`src/rtl/usbdev_aon_suspend_seq_pkg.sv`:
```
// Shared types for the AON suspend/wake sequencer.
//   wake_cause_e  : latched reason for the most recent wake.
//   seq_state_e   : sequencer FSM state, exported for debug.
//   timer_width() : phase timer width able to hold both phase timeouts.
package usbdev_aon_suspend_seq_pkg;

    typedef enum logic [2:0] {
        WakeNone      = 3'd0,
        WakeNotIdle   = 3'd1,
        WakeBusReset  = 3'd2,
        WakeSenseLost = 3'd3,
        WakeSw        = 3'd4
    } wake_cause_e;

    typedef enum logic [2:0] {
        StIdle    = 3'd0,
        StArming  = 3'd1,
        StActive  = 3'd2,
        StWaking  = 3'd3,
        StRelease = 3'd4
    } seq_state_e;

    function automatic int unsigned timer_width(input int unsigned a, input int unsigned b);
        return $clog2((a > b) ? a : b) + 1;
    endfunction

endpackage

```
`src/rtl/usbdev_aon_suspend_seq_if.sv`:
```
// Handshake and event signals between the sequencer and the AON wake detector.
//   suspend_req_aon    : sequencer -> detector, level suspend request.
//   wake_ack_aon       : sequencer -> detector, level wake acknowledge.
//   wake_detect_active : detector owns the pull-ups.
//   wake_req           : detector wake request (level).
//   bus_not_idle, bus_reset, sense_lost : detector event flags (levels).
// master = sequencer side, slave = detector side.
interface usbdev_aon_suspend_seq_if;

    logic suspend_req_aon;
    logic wake_ack_aon;
    logic wake_detect_active;
    logic wake_req;
    logic bus_not_idle;
    logic bus_reset;
    logic sense_lost;

    modport master (
        output suspend_req_aon,
        output wake_ack_aon,
        input  wake_detect_active,
        input  wake_req,
        input  bus_not_idle,
        input  bus_reset,
        input  sense_lost
    );

    modport slave (
        input  suspend_req_aon,
        input  wake_ack_aon,
        output wake_detect_active,
        output wake_req,
        output bus_not_idle,
        output bus_reset,
        output sense_lost
    );

endinterface

```
`src/rtl/usbdev_aon_suspend_seq_phase_timer.sv`:
```
// Phase timer: up-counter with synchronous clear and a terminal-count flag.
// Reused for both the ARMING and RELEASE phases; the caller selects the
// terminal value for the phase in progress.
//   clk_aon_i, rst_aon_ni : AON clock, async active-low reset.
//   clr_i                 : clear count to zero (wins over inc_i).
//   inc_i                 : advance count by one.
//   tc_val_i              : terminal value to compare against.
//   tc_o                  : count equals tc_val_i.
module usbdev_aon_suspend_seq_phase_timer #(
    parameter int unsigned Width = 5
) (
    input  logic             clk_aon_i,
    input  logic             rst_aon_ni,
    input  logic             clr_i,
    input  logic             inc_i,
    input  logic [Width-1:0] tc_val_i,
    output logic             tc_o
);

    logic [Width-1:0] cnt_q, cnt_d;

    always_comb begin
        cnt_d = cnt_q;
        if (clr_i) begin
            cnt_d = '0;
        end else if (inc_i) begin
            cnt_d = cnt_q + Width'(1);
        end
    end

    always_ff @(posedge clk_aon_i or negedge rst_aon_ni) begin
        if (!rst_aon_ni) begin
            cnt_q <= '0;
        end else begin
            cnt_q <= cnt_d;
        end
    end

    assign tc_o = (cnt_q == tc_val_i);

endmodule

```
`src/rtl/usbdev_aon_suspend_seq.sv`:
```
// AON suspend/wake sequencer. Turns one-cycle software suspend/resume pulses
// into the level suspend_req/wake_ack handshake of the wake detector,
// supervises the ARMING and RELEASE phases with timeouts, latches a
// prioritised wake cause and counts completed wakes (saturating).
//   clk_aon_i, rst_aon_ni : AON clock, async active-low reset.
//   suspend_cmd_i         : pulse, request suspend entry (IDLE only).
//   resume_cmd_i          : pulse, acknowledge wake / software wake / abort arm.
//   clr_i                 : pulse, clear err_o, cause_o, wake_cnt_o.
//   det_io                : detector handshake and event flags.
//   wake_irq_o            : pulse on entry to WAKING.
//   cause_o               : latched wake cause (wake_cause_e).
//   wake_cnt_o            : saturating count of completed wakes.
//   err_o                 : sticky timeout / unexpected-drop error.
//   state_o               : current FSM state (seq_state_e).
module usbdev_aon_suspend_seq
    import usbdev_aon_suspend_seq_pkg::*;
#(
    parameter int unsigned ArmTimeout = 16,
    parameter int unsigned RelTimeout = 16,
    parameter int unsigned CntW       = 8
) (
    input  logic                     clk_aon_i,
    input  logic                     rst_aon_ni,
    input  logic                     suspend_cmd_i,
    input  logic                     resume_cmd_i,
    input  logic                     clr_i,
    usbdev_aon_suspend_seq_if.master det_io,
    output logic                     wake_irq_o,
    output logic [2:0]               cause_o,
    output logic [CntW-1:0]          wake_cnt_o,
    output logic                     err_o,
    output logic [2:0]               state_o
);

    localparam int unsigned TimerW = timer_width(ArmTimeout, RelTimeout);

    seq_state_e       state_q, state_d;
    wake_cause_e      cause_q, cause_d;
    wake_cause_e      hw_cause;
    logic [CntW-1:0]  cnt_q, cnt_d;
    logic             err_q, err_d;
    logic             suspend_req_q, wake_ack_q, irq_q;
    logic             timer_clr, timer_inc, timer_tc;
    logic [TimerW-1:0] timer_tc_val;

    // Detector event priority; a bare wake_req is treated as bus activity.
    always_comb begin
        if (det_io.sense_lost) begin
            hw_cause = WakeSenseLost;
        end else if (det_io.bus_reset) begin
            hw_cause = WakeBusReset;
        end else begin
            hw_cause = WakeNotIdle;
        end
    end

    always_comb begin
        state_d = state_q;
        err_d   = err_q;
        cause_d = cause_q;
        cnt_d   = cnt_q;

        // Clear first so any same-cycle set below overrides it.
        if (clr_i) begin
            err_d   = 1'b0;
            cause_d = WakeNone;
            cnt_d   = '0;
        end

        case (state_q)
            StIdle: begin
                if (suspend_cmd_i) begin
                    state_d = StArming;
                end
            end
            StArming: begin
                if (det_io.wake_detect_active) begin
                    state_d = StActive;
                end else if (resume_cmd_i) begin
                    state_d = StIdle;
                end else if (timer_tc) begin
                    state_d = StIdle;
                    err_d   = 1'b1;
                end
            end
            StActive: begin
                if (det_io.wake_req) begin
                    state_d = StWaking;
                    cause_d = hw_cause;
                end else if (resume_cmd_i) begin
                    state_d = StRelease;
                    cause_d = WakeSw;
                end else if (!det_io.wake_detect_active) begin
                    state_d = StIdle;
                    err_d   = 1'b1;
                end
            end
            StWaking: begin
                // No timeout: the IP may still be powering up.
                if (resume_cmd_i) begin
                    state_d = StRelease;
                end
            end
            StRelease: begin
                if (!det_io.wake_detect_active) begin
                    state_d = StIdle;
                    cnt_d   = (cnt_q == {CntW{1'b1}}) ? cnt_q : cnt_q + CntW'(1);
                end else if (timer_tc) begin
                    state_d = StIdle;
                    err_d   = 1'b1;
                end
            end
            default: begin
                state_d = StIdle;
            end
        endcase
    end

    assign timer_clr    = (state_d != state_q);
    assign timer_inc    = (state_q == StArming) || (state_q == StRelease);
    assign timer_tc_val = (state_q == StRelease) ? TimerW'(RelTimeout - 1)
                                                 : TimerW'(ArmTimeout - 1);

    usbdev_aon_suspend_seq_phase_timer #(
        .Width (TimerW)
    ) u_phase_timer (
        .clk_aon_i  (clk_aon_i),
        .rst_aon_ni (rst_aon_ni),
        .clr_i      (timer_clr),
        .inc_i      (timer_inc),
        .tc_val_i   (timer_tc_val),
        .tc_o       (timer_tc)
    );

    // Outputs are flopped decodes of the next state so they line up with state_q.
    always_ff @(posedge clk_aon_i or negedge rst_aon_ni) begin
        if (!rst_aon_ni) begin
            state_q       <= StIdle;
            cause_q       <= WakeNone;
            cnt_q         <= '0;
            err_q         <= 1'b0;
            suspend_req_q <= 1'b0;
            wake_ack_q    <= 1'b0;
            irq_q         <= 1'b0;
        end else begin
            state_q       <= state_d;
            cause_q       <= cause_d;
            cnt_q         <= cnt_d;
            err_q         <= err_d;
            suspend_req_q <= (state_d == StArming);
            wake_ack_q    <= (state_d == StRelease);
            irq_q         <= (state_d == StWaking) && (state_q != StWaking);
        end
    end

    assign det_io.suspend_req_aon = suspend_req_q;
    assign det_io.wake_ack_aon    = wake_ack_q;
    assign wake_irq_o             = irq_q;
    assign cause_o                = cause_q;
    assign wake_cnt_o             = cnt_q;
    assign err_o                  = err_q;
    assign state_o                = state_q;

endmodule

```
`src/flat_wrapper.sv`:
```
// flat-port wrapper written by rule: the top's interface ports become plain ports
module usbdev_aon_suspend_seq_flat import usbdev_aon_suspend_seq_pkg::*;
#(
    parameter int unsigned ArmTimeout = 16,
    parameter int unsigned RelTimeout = 16,
    parameter int unsigned CntW       = 8
)
  (clk_aon_i, rst_aon_ni, suspend_cmd_i, resume_cmd_i, clr_i, wake_irq_o, cause_o, wake_cnt_o, err_o, state_o, det_io_suspend_req_aon, det_io_wake_ack_aon, det_io_wake_detect_active, det_io_wake_req, det_io_bus_not_idle, det_io_bus_reset, det_io_sense_lost);
  usbdev_aon_suspend_seq_if det_io_i ();
  input  logic clk_aon_i;
  input  logic rst_aon_ni;
  input  logic suspend_cmd_i;
  input  logic resume_cmd_i;
  input  logic clr_i;
  output logic wake_irq_o;
  output logic [2:0] cause_o;
  output logic [CntW-1:0] wake_cnt_o;
  output logic err_o;
  output logic [2:0] state_o;
  output wire logic [$bits(det_io_i.suspend_req_aon)-1:0] det_io_suspend_req_aon;
  output wire logic [$bits(det_io_i.wake_ack_aon)-1:0] det_io_wake_ack_aon;
  input wire logic [$bits(det_io_i.wake_detect_active)-1:0] det_io_wake_detect_active;
  input wire logic [$bits(det_io_i.wake_req)-1:0] det_io_wake_req;
  input wire logic [$bits(det_io_i.bus_not_idle)-1:0] det_io_bus_not_idle;
  input wire logic [$bits(det_io_i.bus_reset)-1:0] det_io_bus_reset;
  input wire logic [$bits(det_io_i.sense_lost)-1:0] det_io_sense_lost;
  assign det_io_suspend_req_aon = det_io_i.suspend_req_aon;
  assign det_io_wake_ack_aon = det_io_i.wake_ack_aon;
  assign det_io_i.wake_detect_active = det_io_wake_detect_active;
  assign det_io_i.wake_req = det_io_wake_req;
  assign det_io_i.bus_not_idle = det_io_bus_not_idle;
  assign det_io_i.bus_reset = det_io_bus_reset;
  assign det_io_i.sense_lost = det_io_sense_lost;
  usbdev_aon_suspend_seq #(.ArmTimeout(ArmTimeout), .RelTimeout(RelTimeout), .CntW(CntW)) u_core (.clk_aon_i(clk_aon_i), .rst_aon_ni(rst_aon_ni), .suspend_cmd_i(suspend_cmd_i), .resume_cmd_i(resume_cmd_i), .clr_i(clr_i), .det_io(det_io_i), .wake_irq_o(wake_irq_o), .cause_o(cause_o), .wake_cnt_o(wake_cnt_o), .err_o(err_o), .state_o(state_o));
endmodule
```
`config.mk`:
```
export PLATFORM = sky130hd
export DESIGN_NAME = usbdev_aon_suspend_seq_flat
export DESIGN_NICKNAME = d
export VERILOG_FILES = /design/src/rtl/usbdev_aon_suspend_seq_pkg.sv /design/src/rtl/usbdev_aon_suspend_seq_if.sv /design/src/rtl/usbdev_aon_suspend_seq_phase_timer.sv /design/src/rtl/usbdev_aon_suspend_seq.sv /design/src/flat_wrapper.sv
export SDC_FILE = /design/constraint.sdc
export NUM_CORES = 1
export LEC_CHECK = 0
export CAP_MARGIN = 40
export CORE_AREA = 4 4 66 68
export DETAILED_ROUTE_END_ITERATION = 16
export DIE_AREA = 0 0 70 72
export SETUP_SLACK_MARGIN = 0.1
export SLEW_MARGIN = 20
export SYNTH_ARGS = -nofsm -noshare
export SYNTH_HDL_FRONTEND = slang
export SYNTH_SLANG_ARGS = --single-unit
```
`constraint.sdc`:
```
create_clock -name clk_aon_i -period 2.7 [get_ports clk_aon_i]
set_input_delay 0.81 -clock clk_aon_i [delete_from_list [all_inputs] [get_ports clk_aon_i]]
set_output_delay 0.81 -clock clk_aon_i [all_outputs]
set_load 0.01 [all_outputs]
```
==> metrics list, run 1 <==
- WP data arrival: 2.43 ns
- Met2 Routed Length: 1.41 mm
- TritonCTS built the clock tree.
* Area growth from synthesis to final layout: 29.0%
* Clock buffers created by TritonCTS: 3
- Worst hold endpoint: u_core.cause_o[0]
- The repair_antennas step left the layout with diodes totalling 0.
- Final hold violation count: 0
- Of the total synthesized cell area, the portion taken by XOR and XNOR cells is 0.0277.
* Reg2reg start: u_core.u_phase_timer.cnt_q[0]
* Die area: 5040 µm²
- Combinational family with the most area after synthesis: simple AND/OR/NAND/NOR gates
* Iteration-0 DRC count of the detailed router: 81
- Post-cts repair resize count: 0
- Die height: 72 µm
* Cell with the most instances after synthesis: sky130_fd_sc_hd__dfrtp_1
- Netlist area before placement: 1270 µm²
- The share of the Yosys chip area taken by registers is 0.455.
- Global placement routability congestion: 0.826
- Synth Flop Type: sky130_fd_sc_hd__dfrtp_1
* Simple-Gate Fraction of Synth Area: 0.235
- Counting I/O delays and the setup requirement, the final critical path takes 2.31 ns.
- CTS saw 23 sinks.
- Floorplan Core Area: 3860 µm²
* Synth warn: 0
- Number of standard cells after synthesis: 129
- STA classifies the critical path endpoint as a flip-flop.
- Fraction of synthesized area in multiplexers: 0.0237
- Counting cells, the worst reg-to-reg path comes to 6.
* F_max: 434 MHz
- Layout Skew: 0.00322 ns
* Post-synthesis adder-cell area fraction: 0.0296
- Sorting the synthesized cells by area gives the leading types as sky130_fd_sc_hd__dfrtp_1 (45%), sky130_fd_sc_hd__a21oi_1 (3.2%), sky130_fd_sc_hd__ha_1 (3.0%), sky130_fd_sc_hd__nor2b_1 (3.0%), sky130_fd_sc_hd__nor3_1 (2.8%).
- Routed metal-1 wirelength: 1.24 mm
* Number of enable-type register cells in the synthesized netlist: 0
- Dividing the detail-routed via count by the number of cells gives 5.18.
- Nets: 172
* Clock latency on the worst-skew pair: 0.26 ns
- Run status: completed
- Once layout is done, the placed cells without fillers occupy 1630 µm².
* Power consumption: 1180 µW
- Buffers inserted during post-CTS setup optimization: 0
- After synthesis, the mean cell area works out to 9.82 µm².
* Area fraction in compound gates after synthesis: 0.183
- Uppermost layer routed: met4
* Sum of overflow across all layers after global routing: 0
* Maximum number of pins on one net before global-route repair: 24
- Initial standard-cell utilization of the core: 0.328
- Worst setup slack for register-to-register paths: 0.58 ns
- Kind of launch point of the worst setup path: primary input
- RSZ-0062 raised after global routing: no
* Critical R2R Capture: u_core.u_phase_timer.cnt_q[4]
- Total wirelength of the detailed-routed design: 2.79 mm
* Least-Margin Pin Slew: 0.664 ns
* Final setup vio count: 0
* Number of maximum-capacitance violations: 0
- Worst Min Path Start: u_core.cause_o[0]
- Via count of the first global-routing pass: 1,040
- Number of nets with antenna violations after detailed routing: 0
- The synthesized netlist contains 42 unique library cells.
* Maximum buffer depth of the clock tree: 2
* Detailed placer's ending HPWL: 2.07 mm
- For this design the static power due to leakage is 0.000680 µW.
* Global-route wire length before repair: 4.70 mm
* Detailed route wirelength on metal3: 128 µm
* Required time reported for the critical path endpoint: 2.82 ns
* Worst setup path category: in2reg
- In the synthesized netlist, the cells that appear most often are sky130_fd_sc_hd__dfrtp_1 (23), sky130_fd_sc_hd__nand2_1 (9), sky130_fd_sc_hd__a21oi_1 (8), sky130_fd_sc_hd__nor2_1 (8).
- Dividing the final minimum period by the clock period gives 0.854.
- The root buffer cell chosen for the clock tree is sky130_fd_sc_hd__clkbuf_8.
- Die W: 70 µm
* Kind of path behind the tightest hold check: reg2reg
- Headroom to the max-slew limit came out at 0.550.
- Initial antenna violation count: 0
- Clock-pin slew was measured on the worst setup and hold paths at 0.08 ns.
* Post-synthesis cell type with the largest combined area: sky130_fd_sc_hd__dfrtp_1
* Number of detailed-route iterations in the first pass: 4
- In the final timing run, aggregate negative setup slack is 0 ns.
* Fraction of final layout cells sized beyond drive strength 1: 0.101
* Synthesized flop and latch total: 23
* Fraction of registers with async set/reset: 1.00
* Routed wire length per instance: 13.4 µm
- Cell count of the worst hold path: 2
* Post-route DRC: 0
- Top-Level Pins: 28
- Hold repair after CTS inserted 0 buffers.
* Maximum level of the CTS H-tree: 1
- The initialized floorplan defines 23 standard-cell rows.
- Share of the synthesized area in the top cell type: 0.455
- For this run, the total global-route usage over all layers was measured as 0.112.
* Count of buffers from port buffering: 26
* Worst IR drop on VDD: 438 µV
- Of all nets on the critical path, the largest fanout is 5.
* Power per unit of standard cell area: 720 nW/µm²
* Syn_nets: 142
- Final hold analysis gives a worst-case slack of 0.499 ns.
- The total count of max-transition violations in the final report is 0.
* Via total after detailed routing: 1,077
- Once placement finished, the instance area stood at 1590 µm².
[report_power, final]
group / internal, µW / switching, µW / total (µW)
Sequential: 408 / 33.8 / 441
Clock: 103 / 109 / 212
Combinational: 244 / 278 / 522
Total: 754 / 421 / 1180
[state kept, by name, summed over array words and instances, names as in the netlist]
register                       flops
u_core.cause_o                     3
u_core.det_io.suspend_req_aon      1
u_core.det_io.wake_ack_aon         1
u_core.err_o                       1
u_core.state_o                     3
u_core.u_phase_timer.cnt_q         5
u_core.wake_cnt_o                  8
u_core.wake_irq_o                  1
[worst max path at each step]
stage / startpoint / endpoint / slack, ns
floorplan: det_io_wake_detect_active / u_core.wake_cnt_o[7] / 0.56
global placement: det_io_wake_detect_active / u_core.wake_cnt_o[6] / 0.17
detailed placement: det_io_wake_detect_active / u_core.u_phase_timer.cnt_q[4] / 0.13
CTS: det_io_wake_detect_active / u_core.u_phase_timer.cnt_q[4] / 0.40
global route: det_io_wake_detect_active / u_core.u_phase_timer.cnt_q[4] / 0.23
finish: det_io_wake_detect_active / u_core.u_phase_timer.cnt_q[4] / 0.39
[area by class of cell]
| cell class | count | area (µm²) |
|---|---|---|
| clock buffer | 3 | 41.3 |
| sequential | 23 | 576 |
| tap | 50 | 62.6 |
| multi-input combinational | 95 | 632 |
| clock inverter | 1 | 5.00 |
| fill | 376 | 2220 |
| timing repair buffer | 31 | 298 |
| inverter | 5 | 18.8 |
[critical path, cell delays in order]
cell and delay, ns:
sky130_fd_sc_hd__clkdlybuf4s50_1 0.58, sky130_fd_sc_hd__buf_4 0.17, sky130_fd_sc_hd__inv_1 0.05, sky130_fd_sc_hd__o211ai_1 0.16, sky130_fd_sc_hd__o311ai_1 0.22, sky130_fd_sc_hd__a2111oi_0 0.43
[cells in the final DEF (no fill, tap or decap), types with 2 or more instances in the layout]
master,n
sky130_fd_sc_hd__clkdlybuf4s50_1,26
sky130_fd_sc_hd__inv_1,5
sky130_fd_sc_hd__nand3_1,3
sky130_fd_sc_hd__nand2_1,9
sky130_fd_sc_hd__nor2b_1,6
sky130_fd_sc_hd__nor2_1,8
sky130_fd_sc_hd__dfrtp_1,23
sky130_fd_sc_hd__and3_1,3
sky130_fd_sc_hd__nor3b_1,4
sky130_fd_sc_hd__buf_4,5
sky130_fd_sc_hd__nor3_1,7
sky130_fd_sc_hd__clkbuf_8,3
sky130_fd_sc_hd__xnor2_1,4
sky130_fd_sc_hd__a21o_1,2
sky130_fd_sc_hd__a21oi_1,8
sky130_fd_sc_hd__o21ai_0,7
sky130_fd_sc_hd__mux2i_1,3
sky130_fd_sc_hd__a31oi_1,4
sky130_fd_sc_hd__ha_1,3
sky130_fd_sc_hd__o211ai_1,2
[stage by stage]
step                 util  worst slack [ns]  instances
global placement    0.411             0.175        204
global route        0.423             0.233        208
CTS                 0.423             0.401        208
detailed placement  0.411             0.127        204
floorplan               -             0.564        129
finish              0.423             0.395        208
[layer usage]
layer,track usage,vias up
li1,-,532
met1,0.134,523
met2,0.197,20
met3,0.0291,2
met4,0.0362,0
met5,0,-
[logic make-up after synthesis]
family	count (synthesis)
and+or+nand+nor	51
AOI/OAI and AO/OA	34
DFF	23
buffers and inverters	11
xor gates and xnor gates	4
muxes	3
adders and majority gates	3
No activity file was read; power rests on OpenSTA's default activity.
==> run 2, diff against run 1 <==
SETUP_SLACK_MARGIN = 0.2   (was 0.1)
==> results of run 2 <==
Same layout as run 1: the final DEF is identical, and so are final timing and power.
